--- config.mk ---
export PLATFORM = sky130hd
export DESIGN_NAME = rr_mux_arbiter
export DESIGN_NICKNAME = d
export VERILOG_FILES = /design/src/rtl/rr_mux_arbiter_pkg.sv /design/src/rtl/rr_mux_arbiter_rotating_pri_enc.sv /design/src/rtl/rr_mux_arbiter.sv
export SDC_FILE = /design/constraint.sdc
export NUM_CORES = 1
export LEC_CHECK = 0
export CAP_MARGIN = 15
export CORE_MARGIN = 4
export CORE_UTILIZATION = 34
export DETAILED_ROUTE_END_ITERATION = 8
export PLACE_DENSITY = 0.63
export SLEW_MARGIN = 20
export SYNTH_ARGS = -nofsm -noshare
export SYNTH_HDL_FRONTEND = slang
export SYNTH_HIERARCHICAL = 1
export SYNTH_SLANG_ARGS = --single-unit
--- constraint.sdc ---
create_clock -name clk -period 2.7 [get_ports clk]
set_clock_uncertainty 0.15 [all_clocks]
set_input_delay 0.27 -clock clk [delete_from_list [all_inputs] [get_ports clk]]
set_output_delay 0.27 -clock clk [all_outputs]
set_load 0.005 [all_outputs]
--- src/rtl/rr_mux_arbiter_pkg.sv ---
// Shared types for the round-robin mux arbiter: FSM state encoding and
// the select-width helper that keeps a single requester at a 1-bit select.
package rr_mux_arbiter_pkg;

  typedef enum logic {
    ARB  = 1'b0,
    LOCK = 1'b1
  } t_arb_state;

  function automatic int sel_width(input int n);
    return (n > 1) ? $clog2(n) : 1;
  endfunction

endpackage

--- src/rtl/rr_mux_arbiter_rotating_pri_enc.sv ---
// Rotating priority encoder: first set request at or after ptr, wrapping
// modulo p_num_ports (works for non-power-of-two port counts).
module rotating_pri_enc #(
  parameter int p_num_ports = 4,
  parameter int p_sel_bits  = 2
) (
  input  logic [p_num_ports-1:0] req,
  input  logic [p_sel_bits-1:0]  ptr,
  output logic                   found,
  output logic [p_sel_bits-1:0]  idx,
  output logic [p_num_ports-1:0] onehot
);

  logic [2*p_num_ports-1:0] dbl_shifted;
  logic [p_num_ports-1:0]   rot;
  logic [p_sel_bits:0]      sum;

  // rot[k] is req[(ptr + k) mod N]; valid because ptr < N always holds.
  assign dbl_shifted = {req, req} >> ptr;
  assign rot         = dbl_shifted[p_num_ports-1:0];

  // NOTE: every output gets a default before the loop so no path leaves a
  // variable unassigned, which would otherwise infer a latch.
  always_comb begin
    found = 1'b0;
    idx   = '0;
    sum   = '0;
    // Scan from the far end so the nearest request to ptr is written last.
    for (int k = p_num_ports - 1; k >= 0; k--) begin
      if (rot[k]) begin
        found = 1'b1;
        sum   = {1'b0, ptr} + (p_sel_bits + 1)'(k);
        if (sum >= (p_sel_bits + 1)'(p_num_ports))
          sum = sum - (p_sel_bits + 1)'(p_num_ports);
        idx = sum[p_sel_bits-1:0];
      end
    end
    onehot = found ? (p_num_ports'(1) << idx) : '0;
  end

endmodule

--- src/rtl/rr_mux_arbiter.sv ---
// Round-robin arbiter driving a downstream mux select; the grant is locked
// while a presented transfer is stalled so muxed data stays stable.
module rr_mux_arbiter
  import rr_mux_arbiter_pkg::*;
#(
  parameter  int p_num_ports = 4,
  localparam int p_sel_bits  = sel_width(p_num_ports)
) (
  input  logic                   clk,
  input  logic                   rst_n,
  input  logic [p_num_ports-1:0] req_val,
  output logic [p_num_ports-1:0] req_rdy,
  output logic                   out_val,
  input  logic                   out_rdy,
  output logic [p_sel_bits-1:0]  sel,
  output logic [p_num_ports-1:0] gnt
);

  t_arb_state                state, state_nxt;
  logic [p_sel_bits-1:0]     ptr, ptr_nxt;
  logic [p_sel_bits-1:0]     lock_sel, lock_sel_nxt;
  logic [p_num_ports-1:0]    lock_oh;
  logic                      win_found;
  logic [p_sel_bits-1:0]     win_idx;
  logic [p_num_ports-1:0]    win_oh;

  rotating_pri_enc #(
    .p_num_ports(p_num_ports),
    .p_sel_bits (p_sel_bits)
  ) u_enc (
    .req   (req_val),
    .ptr   (ptr),
    .found (win_found),
    .idx   (win_idx),
    .onehot(win_oh)
  );

  function automatic logic [p_sel_bits-1:0] wrap_inc(input logic [p_sel_bits-1:0] i);
    return (i == p_sel_bits'(p_num_ports - 1)) ? '0 : i + 1'b1;
  endfunction

  assign lock_oh = p_num_ports'(1) << lock_sel;

  // out_rdy only reaches req_rdy and next-state, never out_val/sel/gnt.
  always_comb begin
    out_val      = 1'b0;
    sel          = '0;
    gnt          = '0;
    req_rdy      = '0;
    state_nxt    = state;
    ptr_nxt      = ptr;
    lock_sel_nxt = lock_sel;
    unique case (state)
      ARB: begin
        if (win_found) begin
          out_val = 1'b1;
          sel     = win_idx;
          gnt     = win_oh;
          req_rdy = win_oh & {p_num_ports{out_rdy}};
          if (out_rdy) begin
            ptr_nxt = wrap_inc(win_idx);
          end else begin
            lock_sel_nxt = win_idx;
            state_nxt    = LOCK;
          end
        end
      end
      LOCK: begin
        sel     = lock_sel;
        out_val = |(req_val & lock_oh);
        gnt     = out_val ? lock_oh : '0;
        req_rdy = lock_oh & {p_num_ports{out_rdy}};
        if (out_val && out_rdy) begin
          ptr_nxt   = wrap_inc(lock_sel);
          state_nxt = ARB;
        end else if (!out_val) begin
          // Requester dropped valid mid-stall: release without a transfer.
          state_nxt = ARB;
        end
      end
      default: state_nxt = ARB;
    endcase
  end

  // NOTE: state registers use non-blocking assignments so every flop samples
  // pre-edge values regardless of statement order.
  always_ff @(posedge clk or negedge rst_n) begin
    if (!rst_n) begin
      state    <= ARB;
      ptr      <= '0;
      lock_sel <= '0;
    end else begin
      state    <= state_nxt;
      ptr      <= ptr_nxt;
      lock_sel <= lock_sel_nxt;
    end
  end

endmodule
Yosys cells after proc, flatten, opt, wreduce, memory -nomap -nowiden

Cells that the tools add are included.

Bits in registers: 5
Input bits: 7
Logic and storage cells: 66

Reduce and logical (&&, ||, !) cells: 4
$lt $le $gt $ge: 4
Eq/ne operators: 5
Shift-type cells: 3
Bitwise operators: 5
$add $sub $neg: 9
Multiplexer cells: 33

Operator list:

| operator                                               | count |
|---|---|
| 2-to-1 mux 2 bit                                       | 14 |
| 2-to-1 mux 4 bit                                       | 4 |
| one-hot mux 4 bit (2 select lines)                     | 2 |
| AND 4 bit                                              | 3 |
| >= comparator 3 bit (second input constant)            | 3 |
| 2-to-1 mux 1 bit                                       | 9 |
| one-hot mux 2 bit (2 select lines)                     | 2 |
| left shift 1 x 2 -> 4 bit (first input constant)       | 2 |
| right shift 8 x 2 -> 4 bit                             | 1 |
| subtractor 2 x 1 -> 2 bit (second input constant)      | 4 |
| adder 2 x 2 -> 3 bit (second input constant)           | 2 |
| AND reduction 3 bit                                    | 2 |
| adder 2 x 1 -> 2 bit (second input constant)           | 2 |
| == test 2 bit (second input constant)                  | 2 |
| inequality test 2 x 1 -> 1 bit (second input constant) | 2 |
| one-hot mux 1 bit (2 select lines)                     | 2 |
| OR reduction 4 bit                                     | 1 |
| adder 2 x 1 -> 3 bit (second input constant)           | 1 |
| >= comparator 2 x 3 -> 1 bit (second input constant)   | 1 |
| inequality test 2 bit (second input constant)          | 1 |
| NOT 1 bit                                              | 2 |
| logical AND 1 bit                                      | 1 |

Depth between registers and ports, before layout

Gate-level depths: netlist of the first run.

Word-level depth: 12
Gate-level depth with buffers: 8

By module

Netlist of the first run, hierarchy kept.

By module, submodules not included:

| module           | seq. area each (um^2) | cells each | area each (um^2) | times used |
|---|---|---|---|---|
| rr_mux_arbiter   | 125.1                 | 50         | 483.0            | 1 |
| rotating_pri_enc | 0.0                   | 32         | 178.9            | 1 |

Worst setup path before layout of the first run

No wires, ideal clock.

Kind: register to register
Start point: register ptr[0]
End point: register ptr[1]
Setup time: 0.125 ns
Required time: 2.425 ns
Buffers on the path: 0
Slack: 0.920 ns
Cell stages (with the launch flop): 8
Arrival time: 1.506 ns
Path through: dfrtp_1 nand2b_2 o21ai_1 a211oi_2 ha_1 nand3b_1 o21ai_1 nor3_2

Word-level cells in the longest chain between the ends: 12
Elaborated cells on any way between the ends: 32
Those cells by class: add/sub: 8; order compare: 4; eq/ne: 2; shift: 1; mux: 16; reduce/logical: 1

RTL lines:

| element                                                          | line                                                                         | RTL |
|---|---|---|
| start: declaration                                               | rr_mux_arbiter.sv:20                                                         | `logic [p_sel_bits-1:0] ptr, ptr_nxt;` |
| start signal: assignment                                         | rr_mux_arbiter.sv:94                                                         | `ptr <= ptr_nxt;` |
| adder 2 x 2 -> 3 bit                                             | rr_mux_arbiter_rotating_pri_enc.sv:32                                        | `sum = {1'b0, ptr} + (p_sel_bits + 1)'(k);` |
| >= comparator 3 bit or subtractor 2 x 1 -> 2 bit (tied branches) | rr_mux_arbiter_rotating_pri_enc.sv:33, rr_mux_arbiter_rotating_pri_enc.sv:34 |  |
| 2-to-1 mux 2 bit                                                 | rr_mux_arbiter_rotating_pri_enc.sv:33                                        | `if (sum >= (p_sel_bits + 1)'(p_num_ports))` |
| 2-to-1 mux 2 bit (3 in series)                                   | rr_mux_arbiter_rotating_pri_enc.sv:30                                        | `if (rot[k]) begin` |
| 2-to-1 mux 2 bit *                                               | rr_mux_arbiter_rotating_pri_enc.sv:30                                        |  |
| net win_idx[0]                                                   | rr_mux_arbiter.sv:24                                                         | `logic [p_sel_bits-1:0] win_idx;` |
| adder 2 x 1 -> 2 bit or == test 2 bit (tied branches)            | rr_mux_arbiter.sv:39                                                         | `return (i == p_sel_bits'(p_num_ports - 1)) ? '0 : i + 1'b1;` |
| 2-to-1 mux 2 bit *                                               | rr_mux_arbiter.sv:39                                                         |  |
| 2-to-1 mux 2 bit *                                               | rr_mux_arbiter.sv:60                                                         | `if (out_rdy) begin` |
| 2-to-1 mux 2 bit *                                               | rr_mux_arbiter.sv:55                                                         | `if (win_found) begin` |
| one-hot mux 2 bit (2 select lines) *                             | rr_mux_arbiter.sv:53                                                         | `unique case (state)` |

The timed path passes the listed nets; every way through them passes the cells marked *. The select of a mux whose other input is x is not followed.
A chain may end at the register's enable or synchronous reset.

Worst setup path after layout of the first run

Start point: register lock_sel[1]
End point: output port out_val

Word-level cells in the longest chain between the ends: 4

RTL lines:

| element                            | line                 | RTL |
|---|---|---|
| start: declaration                 | rr_mux_arbiter.sv:21 | `logic [p_sel_bits-1:0] lock_sel, lock_sel_nxt;` |
| start signal: assignment           | rr_mux_arbiter.sv:95 | `lock_sel <= lock_sel_nxt;` |
| left shift 1 x 2 -> 4 bit          | rr_mux_arbiter.sv:42 | `assign lock_oh = p_num_ports'(1) << lock_sel;` |
| AND 4 bit                          | rr_mux_arbiter.sv:70 | `out_val = \|(req_val & lock_oh);` |
| OR reduction 4 bit                 | rr_mux_arbiter.sv:70 |  |
| one-hot mux 1 bit (2 select lines) | rr_mux_arbiter.sv:53 |  |
| end: declaration                   | rr_mux_arbiter.sv:13 | `output logic out_val,` |

Every way passes these cells.

==> impl_metrics.env, run 1 <==
export IMPL_status="completed"
export IMPL_start_util_pct=37.1
export IMPL_cts_tree="done"
export IMPL_die_h_um=52.1
export IMPL_ios=18
export IMPL_final_cells=126
export IMPL_post_cts_buffers=0
export IMPL_total_power_uw=703
export IMPL_overflow=0
export IMPL_drc=0
export IMPL_n_antenna_cell=0
export IMPL_post_place_ws_ns=0.163
export IMPL_path_class="reg -> out"
export IMPL_synthXorXnorAreaFrac_pct=0
export IMPL_clockBufferDepth=2
export IMPL_drt_total_wl_um=1660
export IMPL_hold_path_class="in -> async"
export IMPL_die_area_um2=2720
export IMPL_vdd_drop_max_mv=0.391
export IMPL_path_max_fanout=9
export IMPL_grt_pass1_wl_um=2700
export IMPL_synth_edf_count=0
export IMPL_powerDensity_nw_per_um2=806
export IMPL_synth_mux_area_share_pct=0
export IMPL_cap_violations=0
export IMPL_power_leakage_nw=0.372
export IMPL_r2r_setup_slack_ns=0.66
export IMPL_yosys_cell_types_count=31
export IMPL_synthFlopType="dfrtp_1"
export IMPL_crit_required_ns=2.28
export IMPL_synthTopCellsByArea="dfrtp_1 19%, ha_1 9.5%, a22o_1 7.9%, a22oi_1 6.8%, nor2b_1 6.6%"
export IMPL_wl_per_cell_um=13.1
export IMPL_cp_arrival_ns=2.19
export IMPL_synth_compound_area_share_pct=35.7
export IMPL_startpoint_type="flop"
export IMPL_placed_area_um2=843
export IMPL_post_drt_via_cell_ratio=5.46
export IMPL_fin_crit_sh_pct=96.5
export IMPL_fin_area_um2=872
export IMPL_syn_to_final_growth_pct=31.8
export IMPL_regArea_um2=125
export IMPL_synthAdderAreaFrac_pct=9.45
export IMPL_drt_iter0_drc=30
export IMPL_slew_headroom_pct=71.6
export IMPL_gp_congestion=0.868
export IMPL_synth_area_um2=662
export IMPL_fmax_ghz=0.384
export IMPL_setup_viol=0
export IMPL_htree_levels=1
export IMPL_fin_ws_ns=0.0947
export IMPL_dr_pass1_iters=4
export IMPL_die_x_um=52.1
export IMPL_antenna_found_initial=0
export IMPL_vias=688
export IMPL_clock_sinks=5
export IMPL_critPathMaxStageDelay_ns=0.51
export IMPL_synth_async_reset_ratio_pct=100
export IMPL_syn_nets=94
export IMPL_slew_violations=0
export IMPL_ctsRootBufferMaster="clkbuf_4"
export IMPL_finalNetCount=114
export IMPL_rsz0062_at_grt="no"
export IMPL_fillers=183
export IMPL_mostFrequentLayoutCell="clkdlybuf4s50_1"
export IMPL_grt_usage_pct=13.3
export IMPL_fin_tns_setup_ns=0
export IMPL_utilization_pct=48.9
export IMPL_place_hpwl_um=1220
export IMPL_clock_latency_ns=0.24
export IMPL_whs_ns=0.0898
export IMPL_ys_ff_latch=5
export IMPL_synthSimpleGateAreaFrac_pct=26.7
export IMPL_synth_cells=82
export IMPL_grt_pass1_vias=660
export IMPL_clk_pin_slew_ns=0.04
export IMPL_syn_avg_cell_area_um2=8.07
export IMPL_dp_cells=122
export IMPL_portBuffers=17
export IMPL_ant_nets=0
export IMPL_ys_warn_count=6
export IMPL_min_period_ns=2.61
export IMPL_finalHoldViolations=0
export IMPL_multi_input_area_um2=475
export IMPL_cts_made_buffers=3
export IMPL_synth_top_area_share_pct=18.9
export IMPL_core_area_um2=1780
export IMPL_drive_gt1_share_pct=13.9
export IMPL_yosys_area_top_type="dfrtp_1"
export IMPL_synth_top_family_by_area="compound AO/OA/AOI/OAI gates"
export IMPL_critPathSlowestCell="clkdlybuf4s50_1"
export IMPL_seq_area_frac_synth_pct=18.9
export IMPL_worstMarginPinSlew_ns=0.423
export IMPL_path_cells="inv_1 > ha_1 > a22oi_1 > a21boi_2 > or2_1 > clkdlybuf4s50_1"
export IMPL_grt_max_degree=17
export IMPL_rows=15
export IMPL_mostFrequentLayoutCells="16 x clkdlybuf4s50_1, 7 x nor2b_1, 7 x inv_1"
export IMPL_end_kind="output port"
[power by group]
part / switching (mW) / total, mW / internal [mW]
clock: 0.0290 / 0.0847 / 0.0558
combinational: 0.204 / 0.446 / 0.242
sequential: 0.0682 / 0.173 / 0.104
[path summary, 6_finish.rpt]
check,startpoint,end,depth (start not counted)
setup reg to reg,ptr[0]$_DFFE_PN0P_,ptr[1]$_DFFE_PN0P_,8
hold / removal,rst_n,ptr[0]$_DFFE_PN0P_,1
setup / recovery,lock_sel[1]$_DFFE_PN0P_,out_val,6
max in group asynchronous,rst_n,ptr[1]$_DFFE_PN0P_,1
hold reg to reg,lock_sel[0]$_DFFE_PN0P_,ptr[0]$_DFFE_PN0P_,2
min in group clk,lock_sel[0]$_DFFE_PN0P_,ptr[0]$_DFFE_PN0P_,2
[logic make-up after synthesis]
group | Yosys count
buffers and inverters | 11
AOI/OAI and AO/OA | 31
adders and majority gates | 5
and+or+nand+nor | 30
DFF | 5
[state kept, by name (all words and copies together) (netlist names)]
register  flops
state         1
ptr           2
lock_sel      2
[what timing repair did]
| action | 4_1_cts | 5_1_grt |
|---|---|---|
| hold buffers | 0 | 0 |
| setup endpoints to repair | 0 | 1 |
| hold endpoints to repair | 0 | 0 |
| gates resized for setup | 0 | 1 |
[cell usage after synthesis (2+ instances only)]
cell,number
buf_6,2
nor3_2,2
nand2b_2,2
a21oi_1,5
a22oi_1,6
inv_1,7
dfrtp_1,5
o21ai_1,2
o21ai_0,3
nor2b_1,7
a22o_1,6
ha_1,5
nor2_1,5
nand2_1,4
nor3_1,5
[per-layer routing]
layer,GRT usage (%),share of wire (%),vias to the layer above
met2,20.9,48,28
met5,0,0,-
met1,16.1,45,319
met4,9.17,1.9,0
met3,2.29,4.8,2
li1,-,-,339
[cell type report]
type | count | area share [%]
timing repair buffer | 19 | 21.5
multi-input combinational | 66 | 54.5
sequential | 5 | 14.3
clock buffer | 4 | 3.01
inverter | 7 | 3.01
tap | 25 | 3.59
[critical path, delay by kind of cell, from the launching register on]
| family | cells | cell delay (ns) |
|---|---|---|
| simple gates | 1 | 0.19 |
| fa+ha+maj | 1 | 0.22 |
| compound gates | 2 | 0.50 |
| buf+inv | 2 | 0.63 |
| flops | 1 | 0.41 |
Note: power is estimated with default switching activity, not from simulation.
==> run 2, diff against run 1 <==
- SETUP_SLACK_MARGIN: unset -> 0.1
==> run 2 against run 1 <==
Against the previous run: design area increased by 5.9%; final cell count increased by 2.4%; via count increased by 3.6%; wire length increased by 5.3%; count of clock-buffer cells in the layout unchanged; clock power about the same; fmax increased by 6.4%; sequential share of layout area decreased by 0.66 points; critical path type unchanged; critical endpoint is now gnt[1]; largest cell class unchanged; largest power group unchanged.
==> impl_metrics.env, run 2 (same netlist as run 1, synthesis figures left out) <==
export IMPL_clock_sinks=5
export IMPL_fillers=181
export IMPL_crit_start="lock_sel[0]$_DFFE_PN0P_"
export IMPL_mostFrequentLayoutCell="clkdlybuf4s50_1"
export IMPL_drive_gt1_share_pct=21.2
export IMPL_path_max_fanout=5
export IMPL_path_cells="inv_1 > ha_1 > a22oi_2 > a21boi_2 > buf_4 > a22o_1 > clkdlybuf4s50_1"
export IMPL_slew_headroom_pct=72.3
export IMPL_min_period_ns=2.45
export IMPL_setup_viol=0
export IMPL_rsz0062_at_grt="no"
export IMPL_path_class="reg -> out"
export IMPL_post_drt_via_cell_ratio=5.53
export IMPL_ctsRootBufferMaster="clkbuf_4"
export IMPL_p_seq_share_pct=23.7
export IMPL_overflow=0
export IMPL_cts_tree="done"
export IMPL_cp_arrival_ns=2.03
export IMPL_p_sw_share_pct=42.8
export IMPL_powerDensity_nw_per_um2=802
export IMPL_worstReg2RegStart="ptr[0]$_DFFE_PN0P_"
export IMPL_critPathMaxStageDelay_ns=0.45
export IMPL_fin_tns_setup_ns=0
export IMPL_drt_iter0_drc=30
export IMPL_power_leakage_nw=0.420
export IMPL_crit_required_ns=2.28
export IMPL_hold_path_class="in -> async"
export IMPL_die_x_um=52.1
export IMPL_largestRegisters="lock_sel (2), ptr (2), state (1)"
export IMPL_intPower_uw=424
export IMPL_cts_hold_buffers=0
export IMPL_n_antenna_cell=0
export IMPL_combPwrFrac_pct=64.9
export IMPL_grt_pass1_vias=677
export IMPL_grt_usage_pct=13.5
export IMPL_finalHoldViolations=0
export IMPL_grt_pass1_wl_um=2770
export IMPL_wl_per_cell_um=13.5
export IMPL_die_h_um=52.1
export IMPL_cap_violations=0
export IMPL_syn_to_final_growth_pct=39.5
export IMPL_htree_levels=1
export IMPL_portBuffers=17
export IMPL_total_power_uw=741
export IMPL_power_switching_uw=317
export IMPL_fin_ws_ns=0.251
export IMPL_fin_crit_sh_pct=90.7
export IMPL_grt_max_degree=17
export IMPL_drc=0
export IMPL_antenna_found_initial=0
export IMPL_ant_nets=0
export IMPL_critPathSlowestCell="clkdlybuf4s50_1"
export IMPL_core_area_um2=1780
export IMPL_dr_pass1_iters=4
export IMPL_drt_total_wl_um=1740
export IMPL_pwr_share_clk_pct=11.5
export IMPL_start_util_pct=37.1
export IMPL_cts_made_buffers=3
export IMPL_startpoint_type="flop"
export IMPL_clockBufferDepth=2
export IMPL_worstMarginPinSlew_ns=0.415
export IMPL_vias=713
export IMPL_mostFrequentLayoutCells="12 x clkdlybuf4s50_1, 7 x nor2b_1, 7 x inv_1"
export IMPL_whs_ns=0.0893
export IMPL_slew_violations=0
export IMPL_reg2reg_depth=8
export IMPL_place_hpwl_um=1220
export IMPL_post_place_ws_ns=0.163
export IMPL_clock_latency_ns=0.24
export IMPL_die_area_um2=2720
export IMPL_ios=18
export IMPL_clk_pin_slew_ns=0.04
export IMPL_status="completed"
export IMPL_fmax_ghz=0.408
export IMPL_finalNetCount=117
export IMPL_vdd_drop_max_mv=0.401
export IMPL_end_kind="output port"
export IMPL_gp_congestion=0.868
export IMPL_rows=15
-- run 2: cell count changes in the layout (fill, tap and decap cells not counted) --
cell	before	now
a22oi_1	6	4
buf_4	2	5
clkdlybuf4s50_1	16	12
a22oi_2	0	2
dfrtp_1	5	4
dfrtp_2	0	1
a211oi_2	1	2
ha_1	5	4
a211oi_1	1	0
dlymetal6s2s_1	1	5
ha_2	0	1
-- run 2: layout make-up --
cell class              count  area [um^2]  share of cell area (%)
well taps                  25         31.3                    3.39
inverters                   7         26.3                    2.85
clock buffers               4         26.3                    2.85
repair buffers             22          220                    23.8
flip-flops and latches      5          126                    13.7
multi-input cells          66          493                    53.4
-- run 2: critical path, delay by kind of cell, from the launching register on --
kind | cells | cell delay, ns
adders and majority gates | 1 | 0.24
DFF | 1 | 0.41
buffers and inverters | 3 | 0.70
AOI/OAI and AO/OA | 3 | 0.43
-- run 2: power by group through the flow --
stage	Combinational [mW]	Clock [mW]	Sequential, mW
floorplan	0.316	0	0.137
global placement	0.445	0	0.172
detailed placement	0.444	0	0.172
CTS	0.465	0.0910	0.171
global route	0.528	0.0974	0.180
finish	0.481	0.0849	0.175
-- run 2: timing repair --
item	in CTS	in global routing
resized for setup	0	10
setup buffers	3	0
endpoints found under the setup margin	2	10
pin swaps	1	0
-- run 2: metrics by stage --
stage	cell area [um^2]	util [%]	instances
2_1_floorplan	662	-	82
3_3_place_gp	843	47.3	122
3_5_place_dp	843	47.3	122
4_1_cts	892	50.0	129
5_1_grt	923	51.8	129
6_report	923	51.8	129
-- run 2: per-layer routing --
metal  global-route usage [%]  vias up  wire length (um)  share of wire (%)
met5                        0        -                 0                  0
met4                     9.17        0                32                1.8
met3                     2.29        2                81                4.6
met2                     21.1       27               850                 49
met1                     16.7      337               779                 45
li1                         -      347                 -                  -
-- run 2: worst paths after layout --
path	endpoint	slack, ns
max	gnt[1]	0.25
min	state$_DFF_PN0_	0.09
max reg2reg	ptr[1]$_DFFE_PN0P_	0.70
min reg2reg	ptr[0]$_DFFE_PN0P_	0.50
max in group asynchronous	ptr[0]$_DFFE_PN0P_	2.12
min in group clk	ptr[0]$_DFFE_PN0P_	0.50
==> run 3, diff against run 2 <==
- CELL_PAD_IN_SITES_DETAIL_PLACEMENT: unset -> 1
- CELL_PAD_IN_SITES_GLOBAL_PLACEMENT: unset -> 1
- PLACE_DENSITY: 0.63 -> 0.81
==> run 3 against run 2 <==
Against the previous run: fmax down 1.6%; design area is 0.68% lower; clock power fell by 2%; core utilization fell by 0.35 points; sequential power about the same; critical endpoint is now out_val.
==> impl_metrics.env, run 3 (same netlist as run 1, synthesis figures left out) <==
export IMPL_total_power_uw=756
export IMPL_drt_iter0_drc=15
export IMPL_n_antenna_cell=0
export IMPL_powerDensity_nw_per_um2=824
export IMPL_fin_crit_sh_pct=92.2
export IMPL_startpoint_type="flop"
export IMPL_clock_latency_ns=0.24
export IMPL_cp_arrival_ns=2.07
export IMPL_fin_area_um2=917
export IMPL_pwr_share_clk_pct=11.1
export IMPL_start_util_pct=37.1
export IMPL_crit_required_ns=2.28
export IMPL_path_max_fanout=5
export IMPL_post_drt_via_cell_ratio=5.33
export IMPL_gp_congestion=0.818
export IMPL_fillers=217
export IMPL_min_period_ns=2.49
export IMPL_clockBufferDepth=2
export IMPL_finalNetCount=117
export IMPL_grt_usage_pct=16.5
export IMPL_slew_violations=0
export IMPL_path_class="reg -> out"
export IMPL_ant_nets=0
export IMPL_power_switching_uw=325
export IMPL_antenna_found_initial=0
export IMPL_vdd_drop_max_mv=0.457
export IMPL_dr_pass1_iters=4
export IMPL_grt_pass1_vias=710
export IMPL_core_area_um2=1780
export IMPL_place_hpwl_um=1510
export IMPL_final_cells=129
export IMPL_grt_max_degree=17
export IMPL_overflow=0
export IMPL_placed_area_um2=858
export IMPL_setup_viol=0
export IMPL_fmax_ghz=0.402
export IMPL_largestRegisters="lock_sel (2), ptr (2), state (1)"
export IMPL_ios=18
export IMPL_mostFrequentLayoutCell="clkdlybuf4s50_1"
export IMPL_drt_total_wl_um=1980
export IMPL_cap_violations=0
export IMPL_p_seq_share_pct=23.4
export IMPL_die_h_um=52.1
export IMPL_fin_tns_setup_ns=0
export IMPL_combPwrFrac_pct=65.6
export IMPL_grt_pass1_wl_um=3350
export IMPL_p_sw_share_pct=43.0
export IMPL_portBuffers=17
export IMPL_cts_made_buffers=3
export IMPL_drc=0
export IMPL_die_x_um=52.1
export IMPL_finalHoldViolations=0
export IMPL_end_kind="output port"
export IMPL_utilization_pct=51.4
export IMPL_htree_levels=1
export IMPL_intPower_uw=431
export IMPL_status="completed"
export IMPL_hold_path_class="in -> async"
export IMPL_cts_tree="done"
export IMPL_wl_per_cell_um=15.3
export IMPL_syn_to_final_growth_pct=38.6
export IMPL_power_leakage_nw=0.401
export IMPL_rows=15
export IMPL_slew_headroom_pct=72.2
export IMPL_rsz0062_at_grt="yes"
export IMPL_worstMarginPinSlew_ns=0.416
export IMPL_ctsRootBufferMaster="clkbuf_4"
export IMPL_mostFrequentLayoutCells="13 x clkdlybuf4s50_1, 7 x nor2b_1, 6 x a22o_1, 6 x inv_1"
export IMPL_dp_cells=124
export IMPL_die_area_um2=2720
export IMPL_vias=688
export IMPL_clk_pin_slew_ns=0.04
export IMPL_drive_gt1_share_pct=24.0
export IMPL_clock_sinks=5
## run 3: worst paths after layout
path | from | to | slack, ns | cells past startpoint
setup / recovery | lock_sel[0]$_DFFE_PN0P_ | out_val | 0.21 | 6
min in group clk | lock_sel[0]$_DFFE_PN0P_ | ptr[0]$_DFFE_PN0P_ | 0.48 | 2
hold / removal | rst_n | state$_DFF_PN0_ | 0.1 | 1
hold reg to reg | lock_sel[0]$_DFFE_PN0P_ | ptr[0]$_DFFE_PN0P_ | 0.48 | 2
setup reg to reg | ptr[0]$_DFFE_PN0P_ | ptr[1]$_DFFE_PN0P_ | 0.73 | 8
max in group asynchronous | rst_n | lock_sel[0]$_DFFE_PN0P_ | 2.10 | 1
## run 3: layout make-up
type / instances / area, um^2 / share of cell area, %
clock buffer: 4 / 26.3 / 2.86
tap: 25 / 31.3 / 3.41
inverter: 7 / 26.3 / 2.86
sequential: 5 / 129 / 14.1
multi-input combinational: 66 / 490 / 53.5
timing repair buffer: 22 / 214 / 23.3
## run 3: worst max-delay path: stages (launching register included)
cell and delay, ns:
dfrtp_2 0.43, ha_1 0.25, a22oi_1 0.22, a21boi_2 0.09, buf_4 0.16, or2_1 0.23, clkdlybuf4s50_1 0.45
## run 3: repair_timing
action                     4_1_cts  5_1_grt
gates resized for setup          1       11
setup buffers                    0        1
pin swaps                        0        1
setup endpoints to repair        1       11
hold buffers                     0        0
## run 3: layer usage
layer  global-route usage, %  part of all wire (%)
met5                       0                     0
met2                    27.8                    51
met3                    2.87                   2.9
met1                    20.7                    45
met4                    6.55                  0.96
## run 3: metrics by stage
stage | hold slack [ns] | setup WS (ns)
after global routing | 0.0957 | 0.0737
after global placement | 0.351 | 0.150
after detailed placement | 0.355 | 0.0927
final | 0.0961 | 0.210
after floorplan | -0.176 | 0.920
after CTS | 0.0924 | 0.110
## run 3: power groups by stage
stage / logic [mW] / clock network [mW] / registers (mW)
floorplan: 0.316 / 0 / 0.137
global placement: 0.459 / 0 / 0.171
detailed placement: 0.469 / 0 / 0.173
CTS: 0.474 / 0.0903 / 0.172
global route: 0.551 / 0.0956 / 0.188
finish: 0.495 / 0.0836 / 0.177
